<file path="config.mk">
export PLATFORM = sky130hd
export DESIGN_NAME = axi_slave_write_channel
export DESIGN_NICKNAME = d
export VERILOG_FILES = /design/src/rtl/axi_slave_write_channel.sv
export SDC_FILE = /design/constraint.sdc
export NUM_CORES = 1
export LEC_CHECK = 0
export BUFFER_PORTS_ARGS = -buffer_cell sky130_fd_sc_hd__clkbuf_2
export CAP_MARGIN = 20
export CORE_ASPECT_RATIO = 0.75
export CORE_MARGIN = 3
export CORE_UTILIZATION = 40
export CTS_CLUSTER_SIZE = 14
export DETAILED_ROUTE_END_ITERATION = 8
export PLACE_DENSITY = 0.75
export SYNTH_ARGS = -nofsm -noshare
export SYNTH_HDL_FRONTEND = slang
export SYNTH_SLANG_ARGS = --single-unit
</file>
<file path="constraint.sdc">
create_clock -name clk -period 2 [get_ports clk]
set_clock_uncertainty 0.2 [all_clocks]
set_input_delay 0.2 -clock clk [delete_from_list [all_inputs] [get_ports clk]]
set_output_delay 0.2 -clock clk [all_outputs]
set_load 0.005 [all_outputs]
</file>
<file path="src/rtl/axi_slave_write_channel.sv">
// AXI-style write slave: accepts one address phase, turns each accepted beat into a
// single-cycle memory write, and returns one response per burst (single outstanding).
module axi_slave_write_channel #(
    parameter int ADDR_WIDTH          = 32,
    parameter int WRITE_CHANNEL_WIDTH = 32,
    parameter int WRITE_BURST_LEN     = 8
) (
    input  logic                           clk,
    input  logic                           rst_n,
    input  logic [ADDR_WIDTH-1:0]          AWADDR,
    input  logic                           AWVALID,
    input  logic [WRITE_BURST_LEN-1:0]     AWLEN,
    input  logic [2:0]                     AWSIZE,
    input  logic [1:0]                     AWBURST,
    output logic                           AWREADY,
    input  logic [WRITE_CHANNEL_WIDTH-1:0] WDATA,
    input  logic                           WVALID,
    input  logic                           WLAST,
    output logic                           WREADY,
    input  logic                           BREADY,
    output logic                           BVALID,
    output logic                           BRESP,
    input  logic                           mem_wready,
    output logic                           mem_wen,
    output logic [ADDR_WIDTH-1:0]          mem_waddr,
    output logic [WRITE_CHANNEL_WIDTH-1:0] mem_wdata,
    output logic                           busy
);

    localparam logic [ADDR_WIDTH-1:0] BEAT_BYTES = ADDR_WIDTH'(WRITE_CHANNEL_WIDTH / 8);

    typedef enum logic [1:0] {
        IDLE = 2'd0,
        DATA = 2'd1,
        RESP = 2'd2
    } state_t;

    state_t                     state_q, state_d;
    logic [ADDR_WIDTH-1:0]      cur_addr_q, cur_addr_d;
    logic [WRITE_BURST_LEN-1:0] len_q, len_d;
    logic                       fixed_q, fixed_d;
    logic [WRITE_BURST_LEN-1:0] beat_cnt_q, beat_cnt_d;
    logic                       err_q, err_d;
    logic                       beat;
    logic                       last_beat;

    // AWSIZE is part of the reduced AXI set but carries no meaning here.
    logic unused_awsize;
    assign unused_awsize = ^AWSIZE;

    always_ff @(posedge clk or negedge rst_n) begin
        if (!rst_n) begin
            state_q    <= IDLE;
            cur_addr_q <= '0;
            len_q      <= '0;
            fixed_q    <= 1'b0;
            beat_cnt_q <= '0;
            err_q      <= 1'b0;
        end else begin
            state_q    <= state_d;
            cur_addr_q <= cur_addr_d;
            len_q      <= len_d;
            fixed_q    <= fixed_d;
            beat_cnt_q <= beat_cnt_d;
            err_q      <= err_d;
        end
    end

    always_comb begin
        state_d    = state_q;
        cur_addr_d = cur_addr_q;
        len_d      = len_q;
        fixed_d    = fixed_q;
        beat_cnt_d = beat_cnt_q;
        err_d      = err_q;

        AWREADY    = 1'b0;
        WREADY     = 1'b0;
        BVALID     = 1'b0;
        BRESP      = 1'b1;
        busy       = (state_q != IDLE);
        last_beat  = (beat_cnt_q == len_q);

        case (state_q)
            IDLE: begin
                AWREADY = 1'b1;
                if (AWVALID) begin
                    cur_addr_d = AWADDR;
                    len_d      = AWLEN;
                    fixed_d    = (AWBURST == 2'b00);
                    beat_cnt_d = '0;
                    err_d      = 1'b0;
                    state_d    = DATA;
                end
            end
            DATA: begin
                WREADY = mem_wready;
            end
            RESP: begin
                BVALID = 1'b1;
                BRESP  = !err_q;
                if (BREADY) begin
                    state_d = IDLE;
                end
            end
            default: begin
                state_d = IDLE;
            end
        endcase

        beat = WVALID && WREADY;

        // Burst length is set by len alone; a misplaced WLAST only flags the response.
        if (beat) begin
            beat_cnt_d = beat_cnt_q + 1'b1;
            if (!fixed_q) begin
                cur_addr_d = cur_addr_q + BEAT_BYTES;
            end
            err_d = err_q | (WLAST != last_beat);
            if (last_beat) begin
                state_d = RESP;
            end
        end

        mem_wen   = beat;
        mem_waddr = cur_addr_q;
        mem_wdata = beat ? WDATA : '0;
    end

endmodule
</file>
==> flow_summary_export.csv, run 1 <==
group,metric,value,unit
outcome,status,"completed",
final_layout,antenna_cells,0,
critical_path,startpoint_type,"flip-flop",
critical_path,r2r_end,"mem_waddr[26]$_DFF_PN0_",
synthesis,synth_compound_area_frac,0.157,
synthesis,synth_area_leaders,"dfrtp_1, nand2_1, and2_1, nor2_1, a211oi_1",
timing,max_slew_margin,0.652,
power,powerDensity,1090,nW/um^2
die,die_w,107,microns
route,drcViolationCount,0,
synthesis,synth_xor_area_frac,0.0344,
timing,holdWs,0.00799,ns
critical_path,timing.rr.start,"mem_waddr[3]$_DFF_PN0_",
final_layout,drive_above_1_share,0.399,
timing,post-route-min-period,1.98,ns
critical_path,crit_path_end_kind,"flip-flop",
die,start_util,0.430,
clock_tree,tritoncts,"done",
synthesis,yosysMostFrequentCell,"nand2_1",
route,via_count,3509,
critical_path,crit_chain,"ha_2, nand2_2, or4_4, nor3_4, a211oi_2, a211oi_2",
power,p_leak,2.32,nW
critical_path,crit_slowest_cell,"or4_4",
clock_tree,cts.sinks,52,
die,fp.dieH,81.7,microns
synthesis,synth_top_area_share,0.426,
timing,hold_viol_final,0,
final_layout,nets,657,
min_path,min-delay-start,"AWADDR[18]",
synthesis,synth_top_family_by_area,"simple AND/OR/NAND/NOR gates",
synthesis,yosysUniqueCellTypes,46,
place,dp_cells,617,
critical_path,cpPeakStageDelay,0.56,ns
critical_path,cp.depth,6,
clock_tree,numCtsBuffers,5,
critical_path,reg2regPathDepth,6,
power,totalPowerFinal,5.19,mW
synthesis,synth_common_cells,"nand2_1, dfrtp_1, nor2_1",
synthesis,syn_area,3050,sq um
synthesis,yosysSeqAreaShare,0.426,
final_layout,syn2layout_area_growth,56.3,%
critical_path,arrival,2.02,ns
global_route,grt_pass1_vias,3470,
synthesis,muxShareOfSynthArea,0.00656,
min_path,hp-class,"input pin to flip-flop",
die,dieArea,8730,sq um
global_route,grt_remaining_overflow,0,
flow_run,maxCapViolations,0,
route,post_drt_wl_per_cell,15.7,microns
synthesis,syn_inst,348,
critical_path,required,2.04,ns
clock_tree,root_buffer,"clkbuf_8",
critical_path,crit_start,"mem_waddr[3]$_DFF_PN0_",
synthesis,async_flop_share,1.00,
timing,fmax,504,MHz
global_route,antenna_found_initial,0,
timing,fin_ws,0.0158,ns
synthesis,synth_area_per_cell,8.77,sq um
global_route,grt_pass1_wl,16600,microns
final_layout,utilization,0.673,
synthesis,synth_fa_ha_area_frac,0.00820,
critical_path,crit_buf_inv,0,
global_route,grt_max_degree,40,
synthesis,synth_edf_count,0,
place,gp_congestion,0.877,
timing,tightest_slew,0.521,ns
timing,final_max_slew_viol_count,0,
critical_path,crit_path_end,"mem_waddr[26]$_DFF_PN0_",
global_route,grt_util_all_layers,0.239,
clock_tree,cts-htree-levels,2,
power,ir_drop,0.577,mV
place,place_ws,-0.00634,ns
synthesis,yosys.area_share.simple,0.337,
route,ant_nets,0,
critical_path,path_common_cell,"a211oi_2",
synthesis,synth_ff_type,"dfrtp_1",
die,rows,26,
synthesis,synth_top_area_cell,"dfrtp_1",
clock_tree,clkTransAtPathRegs,0.11,ns
final_layout,layout.cells.non_filler,670,
min_path,min_path_cells,3,
synthesis,yosys_register_bits,52,
clock_tree,clock_latency,0.32,ns
synthesis,synth.net_count,434,
clock_tree,clk_path_buf_depth,2,
route,first_pass_iters,4,
critical_path,crit_type,"flip-flop to flip-flop",
timing,rsz0062_at_grt,"yes",
place,portBuffers,150,
timing,min_period_over_period,0.992,
route,drt-total-wl,10500,microns
route,via_per_inst,5.24,
critical_path,critPathTopFamily,"simple AND/OR/NAND/NOR gates",
synthesis,yosysWarnings,0,
die,pin_count,154,
die,core_area,7090,sq um
critical_path,crit_fanout,4,
critical_path,regToRegSetupSlack,0.02,ns
place,hpwl,7560,microns
timing,setup_viol,0,
route,drtIter0Drc,228,
## repair_timing
item | 4_1_cts | 5_1_grt
setup buffers | 0 | 1
hold endpoints to repair | 59 | 0
gates resized for setup | 1 | 18
hold buffers | 44 | 0
endpoints found under the setup margin | 33 | 55
pin swaps | 1 | 6
## through the flow
step / setup TNS, ns / cell area (sq um)
2_1_floorplan: 0 / 3060
3_3_place_gp: 0 / 4160
6_report: 0 / 4770
4_1_cts: 0 / 4700
5_1_grt: -0.308 / 4770
3_5_place_dp: -0.00634 / 4160
## worst reg2reg max path, stage by stage (launching register included)
cell and delay (ns):
dfrtp_1 0.37, ha_2 0.22, nand2_2 0.07, or4_4 0.56, nor3_4 0.23, a211oi_2 0.11
a211oi_2 0.15
## layout by cell type (no fill, tap or decap), types with 3 or more instances in the layout
cell type,instances
nand4_1,8
nor3_1,11
clkbuf_2,150
a211oi_2,4
o22ai_1,4
a311oi_1,8
and3_1,6
dfrtp_1,50
or3_1,3
inv_1,3
a211oi_1,13
o21ai_0,14
a21oi_1,10
nor2_1,37
dlygate4sd3_1,44
and4_1,7
buf_4,36
nand2_1,59
and2_1,34
o221a_2,3
clkbuf_8,5
nand3_1,5
xnor2_1,10
## layout make-up
class,instances,area (sq um)
Multi-Input combinational cell,275,1720
Inverter,4,17.5
Clock inverter,3,27.5
Timing Repair Buffer,233,1510
Sequential cell,52,1300
Fill cell,579,2320
Clock buffer,5,68.8
Tap cell,98,123
## where the power goes
part / total (mW) / switching [mW] / internal (mW)
clock: 0.654 / 0.396 / 0.258
sequential: 1.89 / 0.430 / 1.46
combinational: 2.64 / 1.38 / 1.26
total: 5.19 / 2.21 / 2.98
## cells by family (layout without fill, tap and decap cells)
family                     Yosys count  in the layout
buffers and inverters               21            245
DFF                                 52             52
AOI/OAI and AO/OA                   68             68
adders and majority gates            2              2
and+or+nand+nor                    191            191
xor gates and xnor gates            12             12
muxes                                2              2
## metal layers
metal,vias up,wire (microns),global-route usage
li1,1689,-,-
met1,1649,4720,0.336
met2,156,5010,0.381
met3,15,651,0.0338
met4,0,157,0.0817
met5,-,0,0
## flip-flops by register name, summed over array words and instances (netlist names)
name        count
err_q           1
state_q         2
beat_cnt_q      8
fixed_q         1
len_q           8
mem_waddr      32
## how the worst min path moves through the flow
stage                                      to  slack [ns]
floorplan           beat_cnt_q[0]$_DFFE_PN0P_       -0.30
detailed placement    mem_waddr[31]$_DFF_PN0_      -0.008
global route          mem_waddr[18]$_DFF_PN0_       0.009
finish                mem_waddr[18]$_DFF_PN0_       0.008
CTS                   mem_waddr[18]$_DFF_PN0_       0.003
global placement      mem_waddr[31]$_DFF_PN0_       -0.01
(Power assumes the default switching activity.)
==> run 2, diff against run 1 <==
==> constraint.sdc (replaced) <==
create_clock -name clk -period 2 [get_ports clk]
set_clock_uncertainty 0.2 [all_clocks]
set_input_delay 0.2 -clock clk [delete_from_list [all_inputs] [get_ports clk]]
set_output_delay 0.2 -clock clk [all_outputs]
set_load 0.01 [all_outputs]
==> run 2 against run 1 <==
Compared with the run above:
- critical path depth did not move
- cell count rose by 1.2%
- count of clock-buffer cells in the layout did not move
- clock power barely moved
- sequential power barely moved
- power rose by 4.6%
- highest routed layer unchanged
- register-to-register slack improved by 0.04 ns
- non-clock buffer count rose by 8
- final area rose by 1.8%
- sequential share of layout area fell by 0.50 points
==> flow_summary_export.csv, run 2 (synthesis gave the netlist of run 1 again) <==
group,metric,value,unit
final_layout,antenna_cells,0,
final_layout,syn2layout_area_growth,59.1,%
clock_tree,clock_latency,0.31,ns
critical_path,startpoint_type,"flip-flop",
min_path,hp-class,"input pin to flip-flop",
clock_tree,clk_path_buf_depth,2,
power,intPower,3.06,mW
final_layout,fill_cells,591,
route,drt-total-wl,10400,microns
power,p_clk_frac,0.120,
clock_tree,numCtsBuffers,5,
place,gp_congestion,0.882,
place,dp_cells,617,
die,rows,26,
die,core_area,7090,sq um
timing,rsz0062_at_grt,"yes",
place,portBuffers,150,
power,netSwitchingFraction,0.436,
timing,final_max_slew_viol_count,0,
min_path,min-delay-start,"AWADDR[18]",
global_route,grt_pass1_vias,3351,
critical_path,crit_type,"flip-flop to flip-flop",
global_route,antenna_found_initial,0,
timing,hold_viol_final,0,
final_layout,layout.cells.non_filler,678,
timing,setup_viol,0,
timing,tightest_slew,0.679,ns
critical_path,crit_path_end_kind,"flip-flop",
place,hpwl,7650,microns
power,combPwrFrac,0.530,
global_route,grt_max_degree,53,
route,post_drt_wl_per_cell,15.3,microns
critical_path,reg2regPathDepth,6,
power,switching_power,2.37,mW
route,drcViolationCount,0,
clock_tree,tritoncts,"done",
critical_path,regToRegSetupSlack,0.06,ns
flow_run,maxCapViolations,0,
min_path,min_path_cells,3,
route,first_pass_iters,5,
timing,post-route-min-period,1.94,ns
clock_tree,cts.sinks,52,
critical_path,crit_fanout,6,
timing,fmax,514,MHz
route,via_count,3520,
timing,min_period_over_period,0.972,
die,start_util,0.430,
critical_path,required,2.00,ns
clock_tree,root_buffer,"clkbuf_8",
power,powerDensity,1120,nW/um^2
final_layout,layout_commonest_cell,"clkbuf_2",
global_route,grt_util_all_layers,0.232,
power,totalPowerFinal,5.43,mW
clock_tree,clkTransAtPathRegs,0.11,ns
min_path,hold_path_end,"mem_waddr[18]$_DFF_PN0_",
critical_path,r2r_end,"mem_waddr[14]$_DFF_PN0_",
route,via_per_inst,5.19,
power,seq_power_share,0.349,
route,drtIter0Drc,229,
final_layout,drive_above_1_share,0.410,
final_layout,largest_register_ffs,32,
outcome,status,"completed",
final_layout,nets,665,
final_layout,layout_common_cells,"clkbuf_2, nand2_1, dfrtp_1, buf_4, dlygate4sd3_1",
timing,max_slew_margin,0.547,
die,fp.dieH,81.7,microns
critical_path,crit_start,"state_q[1]$_DFF_PN0_",
critical_path,arrival,1.94,ns
die,die_w,107,microns
global_route,grt_pass1_wl,16300,microns
global_route,grt_remaining_overflow,0,
clock_tree,cts-htree-levels,2,
die,dieArea,8730,sq um
route,ant_nets,0,
timing,tns,0,ns
power,p_leak,2.37,nW
power,ir_drop,0.652,mV
die,pin_count,154,
critical_path,timing.rr.start,"state_q[1]$_DFF_PN0_",
-- run 2: worst max-delay path, stage by stage, from the launching register on --
cell      delay, ns
dfrtp_1        0.40
nand4b_4       0.22
or4_4          0.59
nor2_4         0.13
buf_4          0.12
buf_4          0.10
a311oi_1       0.08
-- run 2: layer usage --
layer / vias to the layer above / wire length (microns) / track usage
li1: 1704 / - / -
met3: 15 / 838 / 0.0463
met5: - / 0 / 0
met2: 167 / 4780 / 0.374
met4: 0 / 112 / 0.0396
met1: 1634 / 4630 / 0.329
-- run 2: worst max path at each step --
stage | end | slack (ns) | depth (start not counted)
finish | mem_waddr[14]$_DFF_PN0_ | 0.06 | 6
global placement | mem_waddr[24]$_DFF_PN0_ | -0.01 | 5
global route | mem_waddr[14]$_DFF_PN0_ | -0.04 | 5
detailed placement | mem_waddr[24]$_DFF_PN0_ | -0.03 | 6
CTS | mem_wdata[5] | -0.05 | 5
floorplan | mem_waddr[26]$_DFF_PN0_ | -0.002 | 6
-- run 2: cell type report --
class	count	area (sq um)	area share
inverters	4	15.0	0.00309
flip-flops and latches	52	1300	0.268
multi-input cells	275	1750	0.360
clock inverters	3	25.0	0.00515
well taps	98	123	0.0252
repair buffers	241	1580	0.325
clock buffers	5	68.8	0.0142
-- run 2: power by group through the flow --
stage | registers [mW] | clock network [mW] | logic, mW
after floorplan | 2.02 | 0 | 1.29
after global placement | 1.86 | 0 | 2.49
after detailed placement | 1.88 | 0 | 2.56
after CTS | 1.87 | 0.662 | 2.71
after global routing | 1.96 | 0.709 | 3.19
final | 1.90 | 0.652 | 2.88
-- run 2: timing repair --
item,CTS,global route
setup buffers,3,7
endpoints found under the setup margin,35,53
resized for setup,8,19
cloned,0,1
hold buffers,41,1
endpoints found under the hold margin,91,1
pin swaps,6,9
-- run 2: stage by stage --
stage	hold slack, ns	utilization	setup WS (ns)	area (sq um)
floorplan	-0.296	-	-0.00156	3050
global placement	0.164	0.583	-0.00976	4140
detailed placement	0.172	0.583	-0.0336	4140
CTS	0.000781	0.662	-0.0541	4690
global route	0.0187	0.685	-0.0405	4860
finish	0.0176	0.685	0.0563	4860
==> run 3, diff against run 2 <==
clock period = 1.63 ns   (was 2 ns; I/O delays follow)
==> run 3 against run 2 <==
Compared with the run above:
- the flow now finishes with violations (setup timing)
- clock power grew 26%
- final area rose by 32%
- via count increased by 28%
- hold slack better by 0.13 ns
- fmax decreased by 9.3%
- utilization up 22 points
- critical path type unchanged
- largest cell class is now non-clock buffers
==> flow_summary_export.csv, run 3 (synthesis gave the netlist of run 1 again) <==
group,metric,value,unit
final_layout,antenna_cells,0,
final_layout,syn2layout_area_growth,110,%
die,start_util,0.430,
route,drt-total-wl,17300,microns
global_route,grt_util_all_layers,0.288,
critical_path,arrival,2.22,ns
die,die_w,107,microns
timing,min_period_over_period,1.31,
flow_run,maxCapViolations,0,
route,via_count,4503,
critical_path,crit_type,"flip-flop to flip-flop",
die,dieArea,8730,sq um
clock_tree,clkTransAtPathRegs,0.11,ns
outcome,violations,"setup timing",
route,ant_nets,0,
die,pin_count,154,
clock_tree,cts-htree-levels,2,
route,via_per_inst,6.00,
final_layout,nets,738,
critical_path,required,1.71,ns
die,core_area,7090,sq um
clock_tree,clock_latency,0.34,ns
power,powerDensity,1410,nW/um^2
die,fp.dieH,81.7,microns
die,rows,26,
critical_path,startpoint_type,"flip-flop",
final_layout,layout_commonest_cell,"clkbuf_2",
clock_tree,tritoncts,"done",
route,drcViolationCount,0,
clock_tree,numCtsBuffers,5,
timing,post-route-min-period,2.14,ns
power,p_leak,3.01,nW
global_route,grt_max_degree,53,
place,portBuffers,150,
clock_tree,clk_path_buf_depth,2,
final_layout,drive_above_1_share,0.619,
route,post_drt_wl_per_cell,23.0,microns
final_layout,seq_area,1310,sq um
clock_tree,root_buffer,"clkbuf_8",
global_route,grt_remaining_overflow,0,
final_layout,layout_common_cells,"clkbuf_2, buf_6, buf_4, dfrtp_1, dlygate4sd3_1",
place,gp_congestion,0.867,
place,hpwl,8520,microns
timing,final_max_slew_viol_count,0,
critical_path,crit_path_end_kind,"flip-flop",
power,ir_drop,0.923,mV
final_layout,multiInputGateArea,2190,sq um
critical_path,crit_fanout,3,
outcome,status,"finished with violations",
timing,tns,-24.44,ns
final_layout,largest_register_ffs,32,
critical_path,reg2regPathDepth,8,
timing,setup_viol,88,
global_route,grt_pass1_wl,19500,microns
timing,fmax,467,MHz
place,place_ws,-0.381,ns
timing,hold_viol_final,0,
timing,tightest_slew,0.335,ns
timing,fin_ws,-0.513,ns
timing,max_slew_margin,0.776,
global_route,antenna_found_initial,0,
timing,rsz0062_at_grt,"yes",
min_path,hp-class,"input pin to asynchronous set/reset pin",
route,drtIter0Drc,447,
route,first_pass_iters,5,
global_route,grt_pass1_vias,3965,
clock_tree,cts.sinks,52,
final_layout,fill_cells,284,
[run 3: per-stage QoR]
step | power (mW) | cell area, sq um | hold slack [ns] | instances | util
after floorplan | 4.08 | 3060 | -0.333 | 348 | -
final | 9.01 | 6400 | 0.143 | 751 | 0.902
after CTS | 7.50 | 5500 | 0.172 | 728 | 0.775
after global placement | 5.89 | 4480 | -0.0163 | 659 | 0.632
after detailed placement | 5.99 | 4480 | -0.0163 | 659 | 0.632
after global routing | 9.34 | 6400 | 0.177 | 751 | 0.902
[run 3: power by group]
group | switching [mW] | total, mW | internal, mW | leakage, nW
clock network | 0.515 | 0.824 | 0.310 | 0.0485
registers | 0.555 | 2.35 | 1.80 | 0.598
logic | 2.97 | 5.83 | 2.85 | 2.37
[run 3: final cells by class]
class / count / share of cell area
repair buffers: 314 / 0.415
multi-input cells: 275 / 0.343
flip-flops and latches: 52 / 0.204
well taps: 98 / 0.0192
clock buffers: 5 / 0.0108
inverters: 4 / 0.00430
clock inverters: 3 / 0.00352
[run 3: critical path, cell delays in order (launching register included)]
cell	delay, ns
dfrtp_1	0.43
ha_2	0.24
nand2_1	0.12
or4_4	0.50
nor3_4	0.19
buf_4	0.15
buf_6	0.11
a22oi_2	0.07
nand2_1	0.08
[run 3: final timing paths]
path	startpoint	slack (ns)	endpoint
worst max-delay path	mem_waddr[2]$_DFF_PN0_	-0.51	mem_waddr[28]$_DFF_PN0_
worst min-delay path	rst_n	0.14	len_q[7]$_DFFE_PN0P_
worst max register to register	mem_waddr[2]$_DFF_PN0_	-0.51	mem_waddr[28]$_DFF_PN0_
worst min register to register	mem_waddr[1]$_DFFE_PN0P_	0.29	mem_waddr[1]$_DFFE_PN0P_
max in group asynchronous	rst_n	0.80	beat_cnt_q[0]$_DFFE_PN0P_
min in group clk	AWVALID	0.23	mem_waddr[6]$_DFF_PN0_
[run 3: routing by layer]
layer / vias up / wire (microns) / GRT usage
li1: 1863 / - / -
met1: 2152 / 6080 / 0.352
met2: 376 / 8470 / 0.508
met3: 112 / 1710 / 0.0707
met4: 0 / 1020 / 0.0894
met5: - / 0 / 0
[run 3: repair_timing]
| item | in CTS | in global routing |
|---|---|---|
| hold endpoints to repair | 96 | 0 |
| buffers inserted | 11 | 29 |
| gates cloned | 4 | 5 |
| hold buffers | 46 | 0 |
| setup endpoints to repair | 87 | 89 |
| resized for setup | 74 | 224 |
| pin swaps | 15 | 80 |
